===== src/rtl/i2c_target_responder.sv =====
// I2C target that answers an i2cmb master: filtered SCL/SDA front end, START/STOP
// detection, 7-bit address match, write receive with ACK/NACK, read via tx_req handshake.
module i2c_target_responder #(
    parameter logic [6:0]  SLAVE_ADDR  = 7'h22,
    parameter int unsigned SYNC_STAGES = 2,
    parameter int unsigned FILTER_LEN  = 3
) (
    input  logic       clk_i,
    input  logic       rst_i,
    input  logic       scl_i,
    input  logic       sda_i,
    output logic       sda_oe_o,
    output logic       start_o,
    output logic       stop_o,
    output logic       addr_match_o,
    output logic       rnw_o,
    output logic [7:0] rx_data_o,
    output logic       rx_valid_o,
    output logic       rx_first_o,
    output logic       tx_req_o,
    input  logic [7:0] tx_data_i,
    input  logic       nack_next_i
);

    typedef enum logic [2:0] {
        S_IDLE, S_ADDR, S_ADDR_ACK, S_WR_DATA, S_WR_ACK, S_RD_DATA, S_RD_ACK, S_IGNORE
    } state_t;

    state_t r_state, w_state_nxt;

    logic [SYNC_STAGES-1:0] r_scl_sync, r_sda_sync;
    logic [FILTER_LEN-2:0]  r_scl_hist, r_sda_hist;
    logic [FILTER_LEN-1:0]  w_scl_win, w_sda_win;
    logic r_scl_f, r_sda_f, r_scl_fd, r_sda_fd;
    logic r_scl_rise, r_scl_fall, r_start, r_stop;

    logic [6:0] r_shift;
    logic [3:0] r_bitcnt;
    logic [7:0] r_tx_shift;
    logic       r_ack_phase, r_nack, r_first_pending;
    logic       r_sda_oe, r_rnw, r_addr_match, r_rx_valid, r_rx_first, r_tx_req;
    logic [7:0] r_rx_data;
    logic [7:0] w_byte;
    logic       w_addr_hit;

    // The synchronizer output counts as the newest of the FILTER_LEN samples.
    assign w_scl_win = {r_scl_hist, r_scl_sync[SYNC_STAGES-1]};
    assign w_sda_win = {r_sda_hist, r_sda_sync[SYNC_STAGES-1]};

    always_ff @(posedge clk_i) begin
        if (rst_i) begin
            r_scl_sync <= '1;
            r_sda_sync <= '1;
            r_scl_hist <= '1;
            r_sda_hist <= '1;
            r_scl_f    <= 1'b1;
            r_sda_f    <= 1'b1;
            r_scl_fd   <= 1'b1;
            r_sda_fd   <= 1'b1;
            r_scl_rise <= 1'b0;
            r_scl_fall <= 1'b0;
            r_start    <= 1'b0;
            r_stop     <= 1'b0;
        end else begin
            r_scl_sync <= {r_scl_sync[SYNC_STAGES-2:0], scl_i};
            r_sda_sync <= {r_sda_sync[SYNC_STAGES-2:0], sda_i};
            r_scl_hist <= w_scl_win[FILTER_LEN-2:0];
            r_sda_hist <= w_sda_win[FILTER_LEN-2:0];
            if (&w_scl_win)       r_scl_f <= 1'b1;
            else if (~|w_scl_win) r_scl_f <= 1'b0;
            if (&w_sda_win)       r_sda_f <= 1'b1;
            else if (~|w_sda_win) r_sda_f <= 1'b0;
            r_scl_fd   <= r_scl_f;
            r_sda_fd   <= r_sda_f;
            r_scl_rise <= r_scl_f & ~r_scl_fd;
            r_scl_fall <= ~r_scl_f & r_scl_fd;
            r_start    <= r_scl_f & r_scl_fd & r_sda_fd & ~r_sda_f;
            r_stop     <= r_scl_f & r_scl_fd & ~r_sda_fd & r_sda_f;
        end
    end

    always_ff @(posedge clk_i) begin
        if (rst_i) r_state <= S_IDLE;
        else       r_state <= w_state_nxt;
    end

    always_comb begin
        w_state_nxt = r_state;
        if (r_start) begin
            w_state_nxt = S_ADDR;
        end else if (r_stop) begin
            w_state_nxt = S_IDLE;
        end else begin
            case (r_state)
                S_ADDR:     if (r_scl_rise && r_bitcnt == 4'd7)
                                w_state_nxt = w_addr_hit ? S_ADDR_ACK : S_IGNORE;
                S_ADDR_ACK: if (r_scl_fall && r_ack_phase)
                                w_state_nxt = r_rnw ? S_RD_DATA : S_WR_DATA;
                S_WR_DATA:  if (r_scl_rise && r_bitcnt == 4'd7) w_state_nxt = S_WR_ACK;
                S_WR_ACK:   if (r_scl_fall && r_ack_phase) w_state_nxt = S_WR_DATA;
                S_RD_DATA:  if (r_scl_fall && r_bitcnt == 4'd8) w_state_nxt = S_RD_ACK;
                S_RD_ACK:   if (r_scl_rise) w_state_nxt = r_sda_f ? S_IGNORE : S_RD_DATA;
                default:    w_state_nxt = r_state;
            endcase
        end
    end

    always_comb begin
        w_byte       = {r_shift, r_sda_f};
        w_addr_hit   = (w_byte[7:1] == SLAVE_ADDR);
        // Mask the registered drive so an illegal START never fights our own SDA pull.
        sda_oe_o     = r_sda_oe & ~r_start & ~r_stop;
        start_o      = r_start;
        stop_o       = r_stop;
        addr_match_o = r_addr_match;
        rnw_o        = r_rnw;
        rx_data_o    = r_rx_data;
        rx_valid_o   = r_rx_valid;
        rx_first_o   = r_rx_first;
        tx_req_o     = r_tx_req;
    end

    always_ff @(posedge clk_i) begin
        if (rst_i) begin
            r_shift         <= '0;
            r_bitcnt        <= '0;
            r_tx_shift      <= '0;
            r_ack_phase     <= 1'b0;
            r_nack          <= 1'b0;
            r_first_pending <= 1'b0;
            r_sda_oe        <= 1'b0;
            r_rnw           <= 1'b0;
            r_addr_match    <= 1'b0;
            r_rx_data       <= '0;
            r_rx_valid      <= 1'b0;
            r_rx_first      <= 1'b0;
            r_tx_req        <= 1'b0;
        end else begin
            r_rx_valid <= 1'b0;
            r_rx_first <= 1'b0;
            r_tx_req   <= 1'b0;
            if (r_tx_req) r_tx_shift <= tx_data_i;
            if (r_start || r_stop) begin
                r_addr_match <= 1'b0;
                r_sda_oe     <= 1'b0;
                r_bitcnt     <= '0;
                r_ack_phase  <= 1'b0;
            end else begin
                case (r_state)
                    S_ADDR: if (r_scl_rise) begin
                        r_shift <= w_byte[6:0];
                        if (r_bitcnt == 4'd7) begin
                            r_bitcnt <= '0;
                            if (w_addr_hit) begin
                                r_rnw           <= w_byte[0];
                                r_tx_req        <= w_byte[0];
                                r_first_pending <= 1'b1;
                            end
                        end else begin
                            r_bitcnt <= r_bitcnt + 4'd1;
                        end
                    end
                    S_ADDR_ACK: if (r_scl_fall) begin
                        if (!r_ack_phase) begin
                            r_sda_oe     <= 1'b1;
                            r_addr_match <= 1'b1;
                            r_ack_phase  <= 1'b1;
                        end else begin
                            r_ack_phase <= 1'b0;
                            r_bitcnt    <= '0;
                            if (r_rnw) begin
                                r_sda_oe   <= ~r_tx_shift[7];
                                r_tx_shift <= {r_tx_shift[6:0], 1'b0};
                            end else begin
                                r_sda_oe <= 1'b0;
                            end
                        end
                    end
                    S_WR_DATA: if (r_scl_rise) begin
                        r_shift <= w_byte[6:0];
                        if (r_bitcnt == 4'd7) begin
                            r_bitcnt        <= '0;
                            r_rx_data       <= w_byte;
                            r_rx_valid      <= 1'b1;
                            r_rx_first      <= r_first_pending;
                            r_first_pending <= 1'b0;
                            r_nack          <= nack_next_i;
                        end else begin
                            r_bitcnt <= r_bitcnt + 4'd1;
                        end
                    end
                    S_WR_ACK: if (r_scl_fall) begin
                        r_sda_oe    <= ~r_ack_phase & ~r_nack;
                        r_ack_phase <= ~r_ack_phase;
                    end
                    S_RD_DATA: begin
                        if (r_scl_rise) r_bitcnt <= r_bitcnt + 4'd1;
                        if (r_scl_fall) begin
                            if (r_bitcnt == 4'd8) begin
                                r_sda_oe <= 1'b0;
                            end else begin
                                r_sda_oe   <= ~r_tx_shift[7];
                                r_tx_shift <= {r_tx_shift[6:0], 1'b0};
                            end
                        end
                    end
                    S_RD_ACK: if (r_scl_rise) begin
                        r_bitcnt <= '0;
                        if (!r_sda_f) r_tx_req <= 1'b1;
                    end
                    default: r_sda_oe <= 1'b0;
                endcase
            end
        end
    end

endmodule


===== config.mk =====
export PLATFORM = sky130hd
export DESIGN_NAME = i2c_target_responder
export DESIGN_NICKNAME = d
export VERILOG_FILES = /design/src/rtl/i2c_target_responder.sv
export SDC_FILE = /design/constraint.sdc
export NUM_CORES = 1
export LEC_CHECK = 0
export BUFFER_PORTS_ARGS = -buffer_cell sky130_fd_sc_hd__buf_2
export CAP_MARGIN = 0
export CORE_ASPECT_RATIO = 0.5
export CORE_UTILIZATION = 35
export DETAILED_ROUTE_END_ITERATION = 10
export PLACE_DENSITY = 0.65
export SLEW_MARGIN = 5
export SYNTH_ARGS = -nofsm -noshare
export SYNTH_HDL_FRONTEND = slang
export SYNTH_SLANG_ARGS = --single-unit

===== constraint.sdc =====
create_clock -name clk_i -period 3.4 [get_ports clk_i]
set_input_delay 0.34 -clock clk_i [delete_from_list [all_inputs] [get_ports clk_i]]
set_output_delay 0.34 -clock clk_i [all_outputs]
set_load 0.01 [all_outputs]

==> out/results.ini, run 1 <==
[outcome]
status=complete, no violations

[cells_and_area]
num_antenna_cells=0
final_nets=287
syn_to_final_growth_pct=13.9
fillers=641
seq_area_um2=1100
drive_above_1_share=0.179
multiInputGateArea_um2=1180

[cts]
cts_tree=yes
cts_root_buf=clkbuf_16
insertion_delay_ns=0.30
htree_levels=2
cts_buffer_depth=2
cts_buffers=5
clk_pin_slew_ns=0.07
cts-resized-gates=0
cts_sinks=55
cts_setup_buffers=0
ctsHoldBuffers=0

[setup_path]
crit_type=reg2reg
max_stage_delay_ns=0.74
path_depth=5
reg2reg_slack_ns=1.25
cp_data_required_time_ns=3.62
rr_endpoint=r_bitcnt[3]
cp-end-kind=register
path_delay_family=simple AND/OR/NAND/NOR gates
endpoint=r_bitcnt[3]
path_cells=nand2_1, xnor2_1, a32oi_2, or4_1, a21oi_1
cp_max_fo=20
critPathArrivalTime_ns=2.38
worst_r2r_path_depth=5
start_kind=register
critical_path_buf_inv_count=0
r2r_start=r_state[2]
cp-startpoint=r_state[2]
crit_slowest_cell=dfxtp_1

[timing]
tightest_slew_ns=0.767
setup_tns_ns=0
relSlewSlack=0.485
whs_ns=0.222
setup_violations=0
worst_slack_ns=1.25
timing.final.crit_share=0.633
post-route-min-period_ns=2.15
clock_skew_ns=0.00664
clock.fmax_ghz=0.465
final-hold-violation-count=0
drv_slew=0
rsz0062_at_grt=no

[route]
post_drt_wl_per_cell_um=12.9
num_vias=1833
wl_met1_um=2290
highest_layer=met4
drcViolationCount=0
first_pass_iters=4
ant_nets=0
drt_iter0_drc=103
drt-total-wl_um=4670
met3_length_um=254
wl_met2_um=2020
vias_per_cell=5.08

[global_routing]
grt_util_all_layers=0.143
grt_pass1_vias=1652
antenna_found_initial=0
grt_pass1_wl_um=7830
overflow=0
grt_start_max_net_pins=37

[placement]
port_buffers=28
place.gp.congestion=0.824
pre_cts_ws_ns=1.30
dp_hpwl_um=3280

[logic_synthesis]
yosys-top-cells-count=dfxtp_1, nor2_1, mux2i_1, a21oi_1, clkbuf_1
synth_edf_count=0
synth_area_leaders=dfxtp_1, mux2i_1, nor2_1, or2_2, o2bb2ai_1
synth-warning-count=0
syn_area_per_cell_um2=9.42
synth_top_cell_area_share=0.462
yosysMostFrequentCell=dfxtp_1
ys_seq_elements=55
syn_area_um2=2380
syn_nets=268
synth_flop_cell=dfxtp_1
yosysUniqueCellTypes=46
syn-instance-count=253
ys_async_sr_fraction=0
synth_top_cell_by_area=dfxtp_1
yosysSeqAreaShare=0.462

[power_and_ir_drop]
p_leak_uw=0.00108
ir_drop_mv=0.218
power.density_nw_per_um2=440

[floorplanning]
coreArea_um2=6310
die_w_um=119
start_util=0.378
rows=20
ios=29
die_h_um=60.3
die_area_um2=7160

[run]
drv_cap=0

[hold_path]
hp-class=in2reg
hp-start=scl_i

==> kinds of logic (layout without fill, tap and decap cells) <==
| kind of cell | Yosys count | count (layout) | synth area share |
|---|---|---|---|
| simple gates | 94 | 94 | 0.213 |
| flops | 55 | 55 | 0.462 |
| compound gates | 48 | 48 | 0.143 |
| mux | 28 | 28 | 0.118 |
| buf+inv | 23 | 43 | 0.0420 |
| xor+xnor | 3 | 3 | 0.0110 |
| fa+ha+maj | 2 | 2 | 0.0105 |
==> per-layer routing <==
layer  vias up  track usage
met2        48        0.231
met3        11       0.0338
met1       844        0.184
met5         -            0
met4         0       0.0759
li1        930            -
==> final cells by class <==
type | instances | share of cell area
Multi-Input combinational cell | 175 | 0.435
Sequential cell | 55 | 0.406
Timing Repair Buffer | 28 | 0.0517
Clock buffer | 5 | 0.0461
Tap cell | 88 | 0.0406
Clock inverter | 3 | 0.0106
Inverter | 7 | 0.00969
==> cells in the final DEF (no fill, tap or decap), drive strengths merged, types with 2 or more instances in the layout <==
cell type | synthesis | routed
nand2 | 8 | 8
o21a | 3 | 3
nor3b | 6 | 6
ha | 2 | 2
nor2b | 5 | 5
a21oi | 11 | 11
nand4b | 4 | 4
nand2b | 2 | 2
and2 | 2 | 2
clkinv | 0 | 2
a211oi | 4 | 4
and3 | 5 | 5
or2 | 10 | 10
buf | 5 | 28
nor3 | 2 | 2
dfxtp | 55 | 55
mux2i | 27 | 27
xnor2 | 3 | 3
o21bai | 2 | 2
nand3b | 4 | 4
nor2 | 38 | 38
clkbuf | 11 | 5
a31oi | 6 | 6
inv | 7 | 8
nand3 | 3 | 3
o2bb2ai | 7 | 7
o21ai | 5 | 5
==> worst register-to-register path: stages, from the launching register on <==
cell     delay (ns)
dfxtp_1        0.74
nand2_1        0.27
xnor2_1        0.24
a32oi_2        0.13
or4_1          0.55
a21oi_1        0.15
==> power breakdown <==
part	switching (uW)	internal, uW	total (uW)
clock network	244	281	525
registers	1.40	647	648
logic	12.4	8.70	21.1
total	257	936	1190
==> through the flow <==
stage | std cells | power [uW] | utilization | area [um2]
2_1_floorplan | 253 | 675 | - | 2380
3_5_place_dp | 353 | 685 | 0.406 | 2560
4_1_cts | 361 | 1210 | 0.430 | 2710
3_3_place_gp | 353 | 684 | 0.406 | 2560
5_1_grt | 361 | 1230 | 0.430 | 2710
6_report | 361 | 1190 | 0.430 | 2710
==> worst min path at each step <==
stage / cells after the start / to
2_1_floorplan: 1 / stop_o
3_3_place_gp: 1 / r_scl_sync[1]
3_5_place_dp: 1 / r_scl_sync[1]
4_1_cts: 2 / r_scl_sync[0]
5_1_grt: 2 / r_sda_sync[0]
6_report: 2 / r_scl_sync[0]
==> registers in the layout (all words and copies together) (netlist names), 2 cells and up <==
name / count
r_scl_hist: 2
r_state: 3
r_sda_sync: 2
r_bitcnt: 4
r_sda_hist: 2
r_tx_shift: 8
rx_data_o: 8
r_scl_sync: 2
r_shift: 7
No activity file was read; power rests on OpenSTA's default activity.
==> run 2: changes to the inputs <==
--- a/config.mk
+++ b/config.mk
@@ -10,7 +10,7 @@
 export CORE_ASPECT_RATIO = 0.5
 export CORE_UTILIZATION = 35
 export DETAILED_ROUTE_END_ITERATION = 10
-export PLACE_DENSITY = 0.65
+export PLACE_DENSITY = 0.67
 export SLEW_MARGIN = 5
 export SYNTH_ARGS = -nofsm -noshare
 export SYNTH_HDL_FRONTEND = slang
==> constraint.sdc (replaced) <==
create_clock -name clk_i -period 1.9 [get_ports clk_i]
set_input_delay 0.19 -clock clk_i [delete_from_list [all_inputs] [get_ports clk_i]]
set_output_delay 0.19 -clock clk_i [all_outputs]
set_load 0.01 [all_outputs]
==> out/results.ini, run 2 (synthesis results as in run 1) <==
[outcome]
status=complete, no violations  ; unchanged

[power_and_ir_drop]
internal_power_uw=1710  ; was 936 uW
p_sw_frac=0.206  ; was 0.216
power_frac_clock=0.443  ; was 0.439
p_leak_uw=0.00118  ; was 0.00108 uW
p_sw_uw=445  ; was 257 uW
p_comb_frac=0.020  ; was 0.018
ir_drop_mv=0.374  ; was 0.218 mV
power.density_nw_per_um2=751  ; was 440 nW/um2
seq_power_share=0.537  ; was 0.543

[timing]
timing.final.crit_share=0.922  ; was 0.633
post-route-min-period_ns=1.75  ; was 2.15 ns
setup_violations=0  ; unchanged
tightest_slew_ns=0.463  ; was 0.767 ns
rsz0062_at_grt=no  ; unchanged
drv_slew=0  ; unchanged
worst_slack_ns=0.148  ; was 1.25 ns
setup_tns_ns=0  ; unchanged
final-hold-violation-count=0  ; unchanged
clock.fmax_ghz=0.571  ; was 0.465 GHz
clock_skew_ns=0.00623  ; was 0.00664 ns
relSlewSlack=0.691  ; was 0.485

[setup_path]
cp-startpoint=r_state[1]  ; was r_state[2]
path_delay_family=compound AO/OA/AOI/OAI gates  ; was simple AND/OR/NAND/NOR gates
critPathArrivalTime_ns=1.91  ; was 2.38 ns
cp_max_fo=9  ; was 20
crit_slowest_cell=dfxtp_1  ; unchanged
cp-end-kind=register  ; unchanged
critical_path_buf_inv_count=1  ; was 0
start_kind=register  ; unchanged
crit_type=reg2reg  ; unchanged
max_stage_delay_ns=0.54  ; was 0.74 ns
cp_data_required_time_ns=2.06  ; was 3.62 ns
r2r_start=r_state[1]  ; was r_state[2]
path_cells=nor3b_4, buf_4, a21o_1, a41o_1, o2bb2ai_1  ; was nand2_1, xnor2_1, a32oi_2, or4_1, a21oi_1

[global_routing]
grt_pass1_wl_um=8690  ; was 7830 um
overflow=0  ; unchanged
busiest_layer=met2  ; unchanged
grt_use_met2=0.255  ; was 0.231
grt_start_max_net_pins=33  ; was 37
grt_util_all_layers=0.155  ; was 0.143
grtUsageMet3=0.0395  ; was 0.0338
antenna_found_initial=0  ; unchanged
grt_pass1_vias=1821  ; was 1652
grt_util_met1=0.206  ; was 0.184

[route]
vias_per_cell=5.06  ; was 5.08
num_vias=1912  ; was 1833
drt_iter0_drc=62  ; was 103
post_drt_wl_per_cell_um=13.6  ; was 12.9 um
drcViolationCount=0  ; unchanged
drt-total-wl_um=5160  ; was 4670 um
ant_nets=0  ; unchanged
first_pass_iters=4  ; unchanged

[placement]
port_buffers=28  ; unchanged
place.gp.congestion=0.821  ; was 0.824
pre_cts_ws_ns=0.0421  ; was 1.30 ns
dpl_cell_area_um2=2700  ; was 2560 um2
dp_hpwl_um=3620  ; was 3280 um

[floorplanning]
die_w_um=119  ; unchanged
rows=20  ; unchanged
die_area_um2=7160  ; unchanged
die_h_um=60.3  ; unchanged
ios=29  ; unchanged
start_util=0.378  ; unchanged
coreArea_um2=6310  ; unchanged

[cts]
clk_pin_slew_ns=0.07  ; about the same
cts_root_buf=clkbuf_16  ; unchanged
insertion_delay_ns=0.29  ; was 0.30 ns
cts_buffers=5  ; unchanged
htree_levels=2  ; unchanged
cts_setup_buffers=0  ; unchanged
ctsHoldBuffers=0  ; unchanged
cts_tree=yes  ; unchanged
cts_buffer_depth=2  ; unchanged
cts_sinks=55  ; unchanged

[cells_and_area]
final_nets=304  ; was 287
final_common_cell=dfxtp_1  ; unchanged
multiInputGateArea_um2=1190  ; was 1180 um2
fillers=615  ; was 641
num_antenna_cells=0  ; unchanged
syn_to_final_growth_pct=20.6  ; was 13.9%
drive_above_1_share=0.248  ; was 0.179
seq_area_um2=1100  ; about the same
most-common-layout-cells=dfxtp_1, nor2_1, buf_2  ; unchanged
fin_area_um2=2870  ; was 2710 um2

[hold_path]
hp-start=sda_i  ; was scl_i
hp-class=in2reg  ; unchanged

[run]
drv_cap=0  ; unchanged

[run 2: cell types whose count changed in the layout (fill, tap and decap cells not counted), sizes merged]
cell	previous run	this run
buf	28	45
clkbuf	5	6
clkinv	2	1
[run 2: routing by layer]
| layer | part of all wire | wire [um] | up-vias |
|---|---|---|---|
| met3 | 0.048 | 247 | 4 |
| li1 | - | - | 958 |
| met5 | 0 | 0 | - |
| met2 | 0.45 | 2300 | 37 |
| met1 | 0.50 | 2560 | 913 |
| met4 | 0.0080 | 41 | 0 |
[run 2: power by group through the flow]
stage / clock network (uW) / logic (uW) / registers (uW)
after detailed placement: 0 / 43.1 / 1190
after global placement: 0 / 41.5 / 1190
after global routing: 1030 / 47.9 / 1160
after floorplan: 0 / 22.2 / 1190
after CTS: 977 / 43.8 / 1160
final: 956 / 42.4 / 1160
[run 2: repair_timing]
action / in CTS / in global routing
setup endpoints to repair: 1 / 15
cloned: 0 / 0
hold endpoints to repair: 0 / 0
gates resized for setup: 1 / 5
[run 2: per-stage QoR]
stage | hold slack, ns | utilization | cells | total power, uW
after global placement | 0.376 | 0.428 | 370 | 1230
after CTS | 0.0766 | 0.454 | 378 | 2180
after detailed placement | 0.380 | 0.428 | 370 | 1230
final | 0.0789 | 0.456 | 378 | 2160
after global routing | 0.0774 | 0.456 | 378 | 2240
after floorplan | 0.294 | - | 253 | 1210
[run 2: final timing paths]
check / endpoint / slack [ns] / cells after the start
setup / recovery: r_tx_shift[1] / 0.15 / 5
hold reg to reg: r_sda_sync[1] / 0.41 / 1
setup reg to reg: r_tx_shift[1] / 0.15 / 5
hold / removal: r_sda_sync[0] / 0.08 / 2
[run 2: area by class of cell]
cell class	count	share of cell area
well taps	88	0.0383
clock buffers	6	0.0483
inverters	7	0.00915
clock inverters	2	0.00697
multi-input cells	175	0.415
repair buffers	45	0.0976
flip-flops and latches	55	0.385
==> run 3: changes to the inputs <==
--- a/config.mk
+++ b/config.mk
@@ -7,10 +7,12 @@
 export LEC_CHECK = 0
 export BUFFER_PORTS_ARGS = -buffer_cell sky130_fd_sc_hd__buf_2
 export CAP_MARGIN = 0
+export CELL_PAD_IN_SITES_DETAIL_PLACEMENT = 1
+export CELL_PAD_IN_SITES_GLOBAL_PLACEMENT = 1
 export CORE_ASPECT_RATIO = 0.5
 export CORE_UTILIZATION = 35
 export DETAILED_ROUTE_END_ITERATION = 10
-export PLACE_DENSITY = 0.67
+export PLACE_DENSITY = 0.79
 export SLEW_MARGIN = 5
 export SYNTH_ARGS = -nofsm -noshare
 export SYNTH_HDL_FRONTEND = slang
==> out/results.ini, run 3 (synthesis results as in run 1) <==
[outcome]
status=complete, no violations  ; unchanged

[power_and_ir_drop]
power.density_nw_per_um2=758  ; was 751 nW/um2
p_leak_uw=0.00117  ; was 0.00118 uW
ir_drop_mv=0.425  ; was 0.374 mV

[cells_and_area]
final_common_cell=dfxtp_1  ; unchanged
fillers=752  ; was 615
drive_above_1_share=0.248  ; unchanged
syn_to_final_growth_pct=20.6  ; unchanged
multiInputGateArea_um2=1190  ; unchanged
final_nets=304  ; unchanged
fin_area_um2=2870  ; unchanged
most-common-layout-cells=dfxtp_1, nor2_1, buf_2  ; unchanged
seq_area_um2=1100  ; unchanged
num_antenna_cells=0  ; unchanged

[route]
met3_length_um=145  ; was 247 um
post_drt_wl_per_cell_um=15.2  ; was 13.6 um
drt-total-wl_um=5760  ; was 5160 um
wl_met2_um=2770  ; was 2300 um
num_vias=1966  ; was 1912
drcViolationCount=0  ; unchanged
drt_iter0_drc=57  ; was 62
ant_nets=0  ; unchanged
wl_met1_um=2740  ; was 2560 um
highest_layer=met4  ; unchanged
vias_per_cell=5.20  ; was 5.06
first_pass_iters=4  ; unchanged

[timing]
tightest_slew_ns=0.469  ; was 0.463 ns
final-hold-violation-count=0  ; unchanged
rsz0062_at_grt=no  ; unchanged
worst_slack_ns=0.0929  ; was 0.148 ns
clock_skew_ns=0.00530  ; was 0.00623 ns
post-route-min-period_ns=1.81  ; was 1.75 ns
timing.final.crit_share=0.951  ; was 0.922
relSlewSlack=0.686  ; was 0.691
clock.fmax_ghz=0.553  ; was 0.571 GHz
setup_violations=0  ; unchanged
setup_tns_ns=0  ; unchanged
drv_slew=0  ; unchanged

[floorplanning]
die_h_um=60.3  ; unchanged
ios=29  ; unchanged
die_area_um2=7160  ; unchanged
start_util=0.378  ; unchanged
rows=20  ; unchanged
die_w_um=119  ; unchanged
coreArea_um2=6310  ; unchanged

[global_routing]
antenna_found_initial=0  ; unchanged
overflow=0  ; unchanged
grt_start_max_net_pins=24  ; was 33
grt_pass1_vias=1986  ; was 1821
grt_util_all_layers=0.173  ; was 0.155
grt_pass1_wl_um=9570  ; was 8690 um

[setup_path]
critPathArrivalTime_ns=1.99  ; was 1.91 ns
critical_path_buf_inv_count=1  ; unchanged
crit_type=reg2reg  ; unchanged
cp_max_fo=4  ; was 9
start_kind=register  ; unchanged
path_cells=nor4b_1, buf_4, nand3_1, nor4_1, mux2i_1, nor2_1  ; was nor3b_4, buf_4, a21o_1, a41o_1, o2bb2ai_1
max_stage_delay_ns=0.43  ; was 0.54 ns
crit_slowest_cell=nor4b_1  ; was dfxtp_1
cp_data_required_time_ns=2.08  ; was 2.06 ns
cp-end-kind=register  ; unchanged
path_delay_family=simple AND/OR/NAND/NOR gates  ; was compound AO/OA/AOI/OAI gates

[placement]
dp_hpwl_um=4120  ; was 3620 um
dpl_cell_area_um2=2700  ; unchanged
port_buffers=28  ; unchanged
pre_cts_ws_ns=0.0759  ; was 0.0421 ns
place.gp.congestion=0.839  ; was 0.821

[cts]
cts_buffer_depth=2  ; unchanged
cts_buffers=5  ; unchanged
cts_tree=yes  ; unchanged
clk_pin_slew_ns=0.08  ; was 0.07 ns
cts_root_buf=clkbuf_16  ; unchanged
cts_setup_buffers=0  ; unchanged
htree_levels=2  ; unchanged
cts_sinks=55  ; unchanged
insertion_delay_ns=0.30  ; was 0.29 ns

[run]
drv_cap=0  ; unchanged

[hold_path]
hp-class=in2reg  ; unchanged

-- run 3: changes by cell type in the layout (fill, tap and decap cells not counted), sizes merged --
cell / change
clkbuf: -1
clkinv: +1
-- run 3: path summary, 6_finish.rpt --
kind | start | endpoint | slack, ns | cells after the start
max | r_shift[3] | rnw_o | 0.09 | 6
min | scl_i | r_scl_sync[0] | 0.07 | 2
max reg2reg | r_shift[3] | rnw_o | 0.09 | 6
min reg2reg | r_sda_sync[0] | r_sda_sync[1] | 0.41 | 1
-- run 3: what timing repair did --
action / 4_1_cts / 5_1_grt
setup endpoints to repair: 0 / 20
gates resized for setup: 0 / 6
hold buffers: 0 / 0
-- run 3: routing by layer --
metal  vias up  GRT usage
met3         9     0.0376
met2        26      0.304
met5         -          0
met1       965      0.211
met4         0     0.0796
li1        966          -
-- run 3: worst reg2reg max path: stages (launching register included) --
cell     delay, ns
dfxtp_1       0.34
nor4b_1       0.43
buf_4         0.19
nand3_1       0.08
nor4_1        0.37
mux2i_1       0.23
nor2_1        0.06
-- run 3: power by group --
group          internal [uW]  switching, uW  total (uW)
logic                   18.3           24.1        42.4
clock network            508            466         974
registers               1160           2.66        1160
total                   1680            493        2180
-- run 3: final cells by class --
| class | count | area share |
|---|---|---|
| clock buffers | 5 | 0.0436 |
| flip-flops and latches | 55 | 0.385 |
| clock inverters | 3 | 0.0118 |
| well taps | 88 | 0.0383 |
| repair buffers | 45 | 0.0976 |
| multi-input cells | 175 | 0.415 |
| inverters | 7 | 0.00915 |
-- run 3: metrics by stage --
| stage | std cells | hold WS [ns] | total power [uW] | utilization |
|---|---|---|---|---|
| 2_1_floorplan | 253 | 0.294 | 1210 | - |
| 3_3_place_gp | 370 | 0.378 | 1230 | 0.428 |
| 3_5_place_dp | 370 | 0.377 | 1230 | 0.428 |
| 4_1_cts | 378 | 0.0665 | 2190 | 0.453 |
| 5_1_grt | 378 | 0.0785 | 2240 | 0.456 |
| 6_report | 378 | 0.0694 | 2180 | 0.456 |
